**config.mk**
```make
export PLATFORM = sky130hd
export DESIGN_NAME = adsr_envelope
export DESIGN_NICKNAME = d
export VERILOG_FILES = /design/src/rtl/adsr_envelope.sv
export SDC_FILE = /design/constraint.sdc
export NUM_CORES = 1
export LEC_CHECK = 0
export BUFFER_PORTS_ARGS = -buffer_cell sky130_fd_sc_hd__buf_2
export CAP_MARGIN = 20
export CORE_ASPECT_RATIO = 1.75
export CORE_MARGIN = 2
export CORE_UTILIZATION = 42
export DETAILED_ROUTE_END_ITERATION = 7
export GPL_ROUTABILITY_DRIVEN = 0
export GPL_TIMING_DRIVEN = 0
export SETUP_SLACK_MARGIN = 0.02
export SLEW_MARGIN = 20
export SYNTH_ARGS = -nofsm -noshare
export SYNTH_HDL_FRONTEND = slang
export SYNTH_SLANG_ARGS = --single-unit
export TNS_END_PERCENT = 10
```
**constraint.sdc**
```tcl
create_clock -name clk -period 7 [get_ports clk]
set_input_delay 0.35 -clock clk [delete_from_list [all_inputs] [get_ports clk]]
set_output_delay 0.35 -clock clk [all_outputs]
set_load 0.03 [all_outputs]
```
**src/rtl/adsr_envelope.sv**
```systemverilog
// ADSR amplitude envelope: gate-driven A/D/S/R level scaling a 16-bit sample stream.
// Build with ADSR_EXP_RELEASE_EN defined for an exponential-style release tail.
module adsr_envelope #(
    parameter int RATE_DIV      = 4,
    parameter int ATTACK_STEP   = 16,
    parameter int DECAY_STEP    = 8,
    parameter int RELEASE_STEP  = 4,
    parameter int RELEASE_SHIFT = 3
) (
    input  logic        clk,
    input  logic        reset,
    input  logic        gate,
    input  logic [7:0]  sustain_level,
    input  logic [15:0] sample_in,
    input  logic        sample_in_valid,
    output logic [15:0] sample_out,
    output logic        sample_out_valid,
    output logic [7:0]  env_level,
    output logic [2:0]  env_state,
    output logic        env_active
);

    localparam logic [2:0] IDLE    = 3'd0;
    localparam logic [2:0] ATTACK  = 3'd1;
    localparam logic [2:0] DECAY   = 3'd2;
    localparam logic [2:0] SUSTAIN = 3'd3;
    localparam logic [2:0] RELEASE = 3'd4;

`ifdef ADSR_EXP_RELEASE_EN
    localparam bit EXP_REL = 1'b1;
`else
    localparam bit EXP_REL = 1'b0;
`endif

    localparam logic [15:0] PRE_MAX = 16'(RATE_DIV - 1);
    localparam logic [8:0]  A_STEP  = 9'(ATTACK_STEP);
    localparam logic [9:0]  D_STEP  = 10'(DECAY_STEP);
    localparam logic [7:0]  R_STEP  = 8'(RELEASE_STEP);

    logic [2:0]  state, state_n;
    logic [7:0]  level, level_n;
    logic [15:0] prescaler;
    logic        gate_q;
    logic        rise, fall, edge_any, tick;

    logic [8:0]  att_sum;
    logic [9:0]  dec_diff;
    logic [7:0]  rel_shr, rel_dec;

    logic signed [24:0] product;
    logic               unused_bits;

    assign rise     = gate & ~gate_q;
    assign fall     = ~gate & gate_q;
    assign edge_any = rise | fall;
    assign tick     = sample_in_valid && (prescaler == PRE_MAX);

    assign att_sum  = {1'b0, level} + A_STEP;
    assign dec_diff = {2'b00, level} - D_STEP;
    assign rel_shr  = level >> RELEASE_SHIFT;

    // Release decrement: fixed step, or level-proportional with a floor of 1.
    always_comb begin
        rel_dec = R_STEP;
        if (EXP_REL) begin
            rel_dec = (rel_shr == 8'd0) ? 8'd1 : rel_shr;
        end
    end

    // Next state / level: gate edges pre-empt any tick in the same cycle.
    always_comb begin
        state_n = state;
        level_n = level;
        case (state)
            IDLE: begin
                if (rise) state_n = ATTACK;
            end
            ATTACK: begin
                if (fall) begin
                    state_n = RELEASE;
                end else if (!edge_any && tick) begin
                    if (att_sum >= 9'd255) begin
                        level_n = 8'd255;
                        state_n = DECAY;
                    end else begin
                        level_n = att_sum[7:0];
                    end
                end
            end
            DECAY: begin
                if (fall) begin
                    state_n = RELEASE;
                end else if (!edge_any && tick) begin
                    if (dec_diff[9] || dec_diff[7:0] <= sustain_level) begin
                        level_n = sustain_level;
                        state_n = SUSTAIN;
                    end else begin
                        level_n = dec_diff[7:0];
                    end
                end
            end
            SUSTAIN: begin
                if (fall) begin
                    state_n = RELEASE;
                end else if (!edge_any && tick) begin
                    level_n = sustain_level;
                end
            end
            RELEASE: begin
                if (rise) begin
                    state_n = ATTACK;
                end else if (!edge_any && tick) begin
                    if (level <= rel_dec) begin
                        level_n = 8'd0;
                        state_n = IDLE;
                    end else begin
                        level_n = level - rel_dec;
                    end
                end
            end
            default: begin
                state_n = IDLE;
                level_n = 8'd0;
            end
        endcase
    end

    // Envelope registers, gate history and the free-running sample prescaler.
    always_ff @(posedge clk) begin
        if (reset) begin
            state     <= IDLE;
            level     <= 8'd0;
            prescaler <= 16'd0;
            gate_q    <= 1'b0;
        end else begin
            state  <= state_n;
            level  <= level_n;
            gate_q <= gate;
            if (sample_in_valid) begin
                prescaler <= (prescaler == PRE_MAX) ? 16'd0 : prescaler + 16'd1;
            end
        end
    end

    assign product = $signed({{9{sample_in[15]}}, sample_in})
                   * $signed({17'd0, level});
    assign unused_bits = ^{product[24], product[7:0]};

    // Scaled sample, one cycle after the strobe, using the pre-update level.
    always_ff @(posedge clk) begin
        if (reset) begin
            sample_out       <= 16'h0000;
            sample_out_valid <= 1'b0;
        end else begin
            sample_out_valid <= sample_in_valid;
            if (sample_in_valid) begin
                sample_out <= product[23:8];
            end
        end
    end

    assign env_level  = level;
    assign env_state  = state;
    assign env_active = (state != IDLE);

endmodule
```
======== Word level (Yosys, flattened, before mapping) ========
Cells that the tools add are included.
storage, ports and cells
  output and inout bits ................... 29
  flip-flop bits (word level) ............. 45
  logic and storage cells ................. 74
  bits of input ports ..................... 28
operators by class
  bitwise logic cells ..................... 6
  equal/unequal tests ..................... 21
  order comparisons ....................... 3
  $add $sub $neg .......................... 4
  muxes and demuxes ....................... 25
  $mul .................................... 1
  reduce and logical (&&, ||, !) cells .... 8
operator list
  operator                                                                          number
  8-bit 2-to-1 mux                                                                  11
  8-bit one-hot mux with 5 select lines                                             1
  3-bit 2-to-1 mux                                                                  11
  16-bit by 9-bit multiplier with 24-bit output                                     1
  2-bit != test, second input constant                                              10
  3-bit != test, second input constant                                              6
  16-bit by 1-bit adder with 16-bit output, second input constant                   1
  16-bit by 2-bit == test with 1-bit output, second input constant                  1
  16-bit 2-to-1 mux                                                                 1
  3-bit one-hot mux with 5 select lines                                             1
  8-bit by 5-bit adder with 9-bit output, second input constant                     1
  9-bit by 8-bit >= comparator with 1-bit output, second input constant             1
  9-bit AND reduction                                                               1
  8-bit by 4-bit subtractor with 9-bit output, second input constant                1
  8-bit by 3-bit less-or-equal comparator with 1-bit output, second input constant  1
  8-bit less-or-equal comparator                                                    1
  8-bit AND reduction                                                               1
  8-bit by 3-bit subtractor with 8-bit output, second input constant                1
  3-bit by 2-bit == test with 1-bit output, second input constant                   2
  3-bit by 1-bit == test with 1-bit output, second input constant                   1
  3-bit == test, second input constant                                              1
  3-bit zero test                                                                   1
  1-bit NOT                                                                         3
  3-bit nonzero test                                                                1
  5 further kinds                                                                   7

======== Longest topological paths before layout ========
  word-level depth ........................ 8
  depth in mapped cells ................... 20
  mapped depth without buffers ............ 17

======== Worst setup path before layout ========
No wires, ideal clock.
  path kind ............................... register -> register
  start point ............................. register level[2], in the netlist env_level[2]
  end point ............................... register sample_out[12]
  arrival ................................. 5.064 ns
  setup slack ............................. 1.786 ns
  stages on the path, launching flop included .. 19
  library setup time ...................... 0.151 ns
  clock period less this slack ............ 5.214 ns
  data required time ...................... 6.849 ns
  buffers on the path ..................... 2
  cell sequence ........................... dfxtp_1 clkbuf_1 buf_1 nand2_1 fa_1 inv_1 fa_1 inv_1 fa_1 inv_1 fa_1 ha_1 a211oi_1 o21ai_1 a21oi_1 o211ai_1 a41oi_1 mux2i_1 o311ai_0
between the ends
  word-level cells in the longest chain between the ends .. 1
RTL lines
  what                                           line  source
  from (decl)                                    41    logic [7:0] level, level_n;
  from (signal assigned)                         137   level <= level_n;
  16-bit by 9-bit multiplier with 24-bit output  146   * $signed({17'd0, level});
  to (signal assigned)                           157   sample_out <= product[23:8];
  to (decl)                                      16    output logic [15:0] sample_out,
Every way passes these cells.
A chain may end at the register's enable or synchronous reset.

======== Worst setup path in the final report ========
Same ends and word-level chain as after synthesis.

==> metrics.md <==
| Metric | Value |
|---|---|
| Outcome | `finished, final reports clean` |
| # clock sinks | `45` |
| Drt via density | `5.303` |
| Number of global-route vias before repair | `6,020` |
| Antenna diodes | `0` |
| Synth top area share | `28.89%` |
| Die height | `173.1 um` |
| Synthesis-to-layout area growth | `9.976%` |
| Worst relative slew slack | `50.13%` |
| CTS tree | `yes` |
| Post-CTS sizing | `0` |
| Top FF cell, synth | `dfxtp_1` |
| Final Hold Viols | `0` |
| Nets@finish | `1,056` |
| Cell taking the most area after synthesis | `fa_1` |
| Worst Setup Slack, final | `a little over 800 ps` |
| RSZ-0062 raised after global routing | `false` |
| Core ar. | `15,950 sq um` |
| DRT antenna net count | `0` |
| Fillers | `~1,600` |
| Initial antenna violation count | `0` |
| Final Power | `655.9 uW` |
| Pins Over Slew Limit | `0` |
| Gate Count Post-Synth | `804` |
| Max FO, Critical Path | `10` |
| Comb pwr share | `16.6%` |
| Clock network power share | `43.2%` |
| Synthesized area | `6860 sq um` |
| Pwr dens | `86.93 nW/um^2` |
| Reg power frac | `40.2%` |
| DRT Pass-1 Iters | `4` |
| Post-synth EDFFs | `0` |
| Dpl cells | `1,048` |
| CTS root buf | `clkbuf_16` |
| Maximum clock frequency | `161.5 MHz` |
| Synth async-reset ratio | `0%` |
| Fin Setup TNS | `0 ps` |
| Clk buf depth | `2` |
| Net Switching | `187.0 uW` |
| Unique masters post-synth | `63` |
| Yosys Warn Count | `0` |
| DR WL/cell | `16.40 um` |
| Most frequent cell after synthesis | `inv_1` |
| Final Cycle Share | `between 80% and 90%` |
| Syn Area/Cell | `8.533 sq um` |
| Tot GR Track Use | `between 20% and 30%` |
| Clock Latency Late Sink | `290 ps` |
| Global-route wire length before repair | `about 29,000 um` |
| Setup Viol. Count Final | `0` |
| Final wirelength | `17,320 um` |
| Non-Filler Instances | `1,056` |
| Clock Pin Slew Worst Setup and Hold Paths | `roughly 70 ps` |
| Layout cells sized above 1 | `9.112%` |
| H-tree depth | `2` |
| Worst Hold Depth | `3` |
| Reg area | `900.9 sq um` |
| Switching portion of total power | `28.51%` |
| Input/output buffers | `55` |
| Synthesized net count | `994` |
| Worst Hold Class | `primary input to flop` |
| Post-synth top cells | `161 x inv_1, 99 x fa_1, 90 x nand2_1, 63 x ha_1, 62 x and2_1` |
| Num rows | `just over 60` |
| Die Footprint | `17,410 sq um` |
| DR vias | `5,600` |
| Largest net degree at the start of global routing | `17` |
| Tmin final | `6192 ps` |
| Drc violations | `0` |
| DP Wirelength | `14,380 um` |
| Initial Util | `43.01%` |
| Peak VDD IR | `0.08700 mV` |
| GRT overflow | `0` |
| Synth Register Bits | `45` |
| Synth top area cells | `fa_1 29%, dfxtp_1 13%, ha_1 11%, inv_1 8.8%, and2_1 5.7%` |
| CP endpoint kind | `flop` |
| Seq/Total Area, Yosys | `13.13%` |
| 1st-iter DRT viols | `215` |
| Worst slack, placed | `772.0 ps` |
| Worst slew pin tran | `around 750 ps` |
| Req. time, crit path | `7140 ps` |
| Data arrival, critical path | `6330 ps` |
| Post-CTS setup buffer count | `0` |
| Hold buffers post-CTS | `0` |
| Crit start category | `flop` |
| Die width | `100.6 um` |
| Reg2Reg Depth | `18` |
| Crit path kind | `flop to flop` |
| Pleak | `3.861 nW` |
| Maxcap violations | `0` |
| Multi-input logic area | `5234 sq um` |
| Int Pwr | `468.9 uW` |
| I/O pin total | `57` |
| Cts bufs inserted | `5` |
| Skew final | `between 4 and 5 ps` |
## cell type report
| cell class | count | share of cell area (%) |
|---|---|---|
| buffer | 28 | 1.559 |
| clock buffer | 5 | 1.658 |
| clock inverter | 3 | 0.6302 |
| inverter | 162 | 8.060 |
| multi-input combinational | 569 | 69.37 |
| sequential | 45 | 11.94 |
| tap | 189 | 3.134 |
| timing repair buffer | 55 | 3.648 |
## registers in the layout, indices dropped and copies added (netlist names)
register          count
env_level             8
env_state             3
gate_q                1
prescaler            16
sample_out           16
sample_out_valid      1
## per-layer routing
layer / share of wire, % / GRT usage, %
met3: 2.4 / 1.859
met1: 38 / 23.65
met4: 3.1 / 6.963
met2: 56 / 41.03
met5: 0 / 0
## cell usage in the layout, fill, tap and decap left out, drive strengths merged, types with 3 or more instances in the layout
cell,count
nor4,6
xnor2,17
mux2i,14
ha,63
a41oi,3
a311oi,3
dfxtp,45
inv,164
o211ai,3
nor3,5
nor2b,3
a31oi,6
buf,63
and2,62
a21oi,29
xor2,20
a221oi,3
and3,9
o21ai,9
a21o,6
nand4,4
o21bai,3
nand3,16
clkbuf,25
nand2,91
nand4b,3
a211oi,6
fa,99
nor2,46
and4,3
## worst max-delay path: stages (launching register included)
cell,delay [ps]
dfxtp_1,540
clkbuf_1,480
buf_1,550
nand2_1,160
fa_1,560
inv_1,50
fa_1,490
inv_1,50
fa_1,480
inv_1,60
fa_1,490
ha_1,340
a211oi_1,300
o21ai_1,160
a21oi_1,340
o211ai_1,250
a41oi_1,380
mux2i_1,210
o311ai_0,140
## kinds of logic after synthesis
family | after synthesis | share of synthesized area (%)
mux | 14 | 2.043
compound gates | 97 | 10.05
flops | 45 | 13.13
fa+ha+maj | 162 | 40.38
xor+xnor | 37 | 4.724
buf+inv | 190 | 10.58
simple gates | 259 | 19.10
## power by group through the flow
stage | sequential, mW | clock (mW) | combinational, mW
floorplan | 0.274 | 0 | 0.0625
global placement | 0.270 | 0 | 0.108
detailed placement | 0.270 | 0 | 0.109
CTS | 0.264 | 0.290 | 0.109
global route | 0.264 | 0.303 | 0.122
finish | 0.264 | 0.283 | 0.109
## stage by stage
stage / util (%) / hold slack, ps / area, sq um
4_1_cts: 47.30 / 329.9 / 7545
3_3_place_gp: 46.22 / 459.1 / 7372
3_5_place_dp: 46.22 / 458.5 / 7372
6_report: 47.30 / 320.6 / 7545
2_1_floorplan: - / 455.5 / 6860
5_1_grt: 47.30 / 336.0 / 7545
## worst paths after layout
kind | from | end | slack (ps)
hold / removal | gate | gate_q$_SDFF_PP0_ | 320
hold reg to reg | sample_out[11]$_SDFFE_PP0P_ | sample_out[11]$_SDFFE_PP0P_ | 480
setup / recovery | env_level[2]$_SDFFE_PP0P_ | sample_out[12]$_SDFFE_PP0P_ | 810
setup reg to reg | env_level[2]$_SDFFE_PP0P_ | sample_out[12]$_SDFFE_PP0P_ | 810
(Power assumes the default switching activity.)
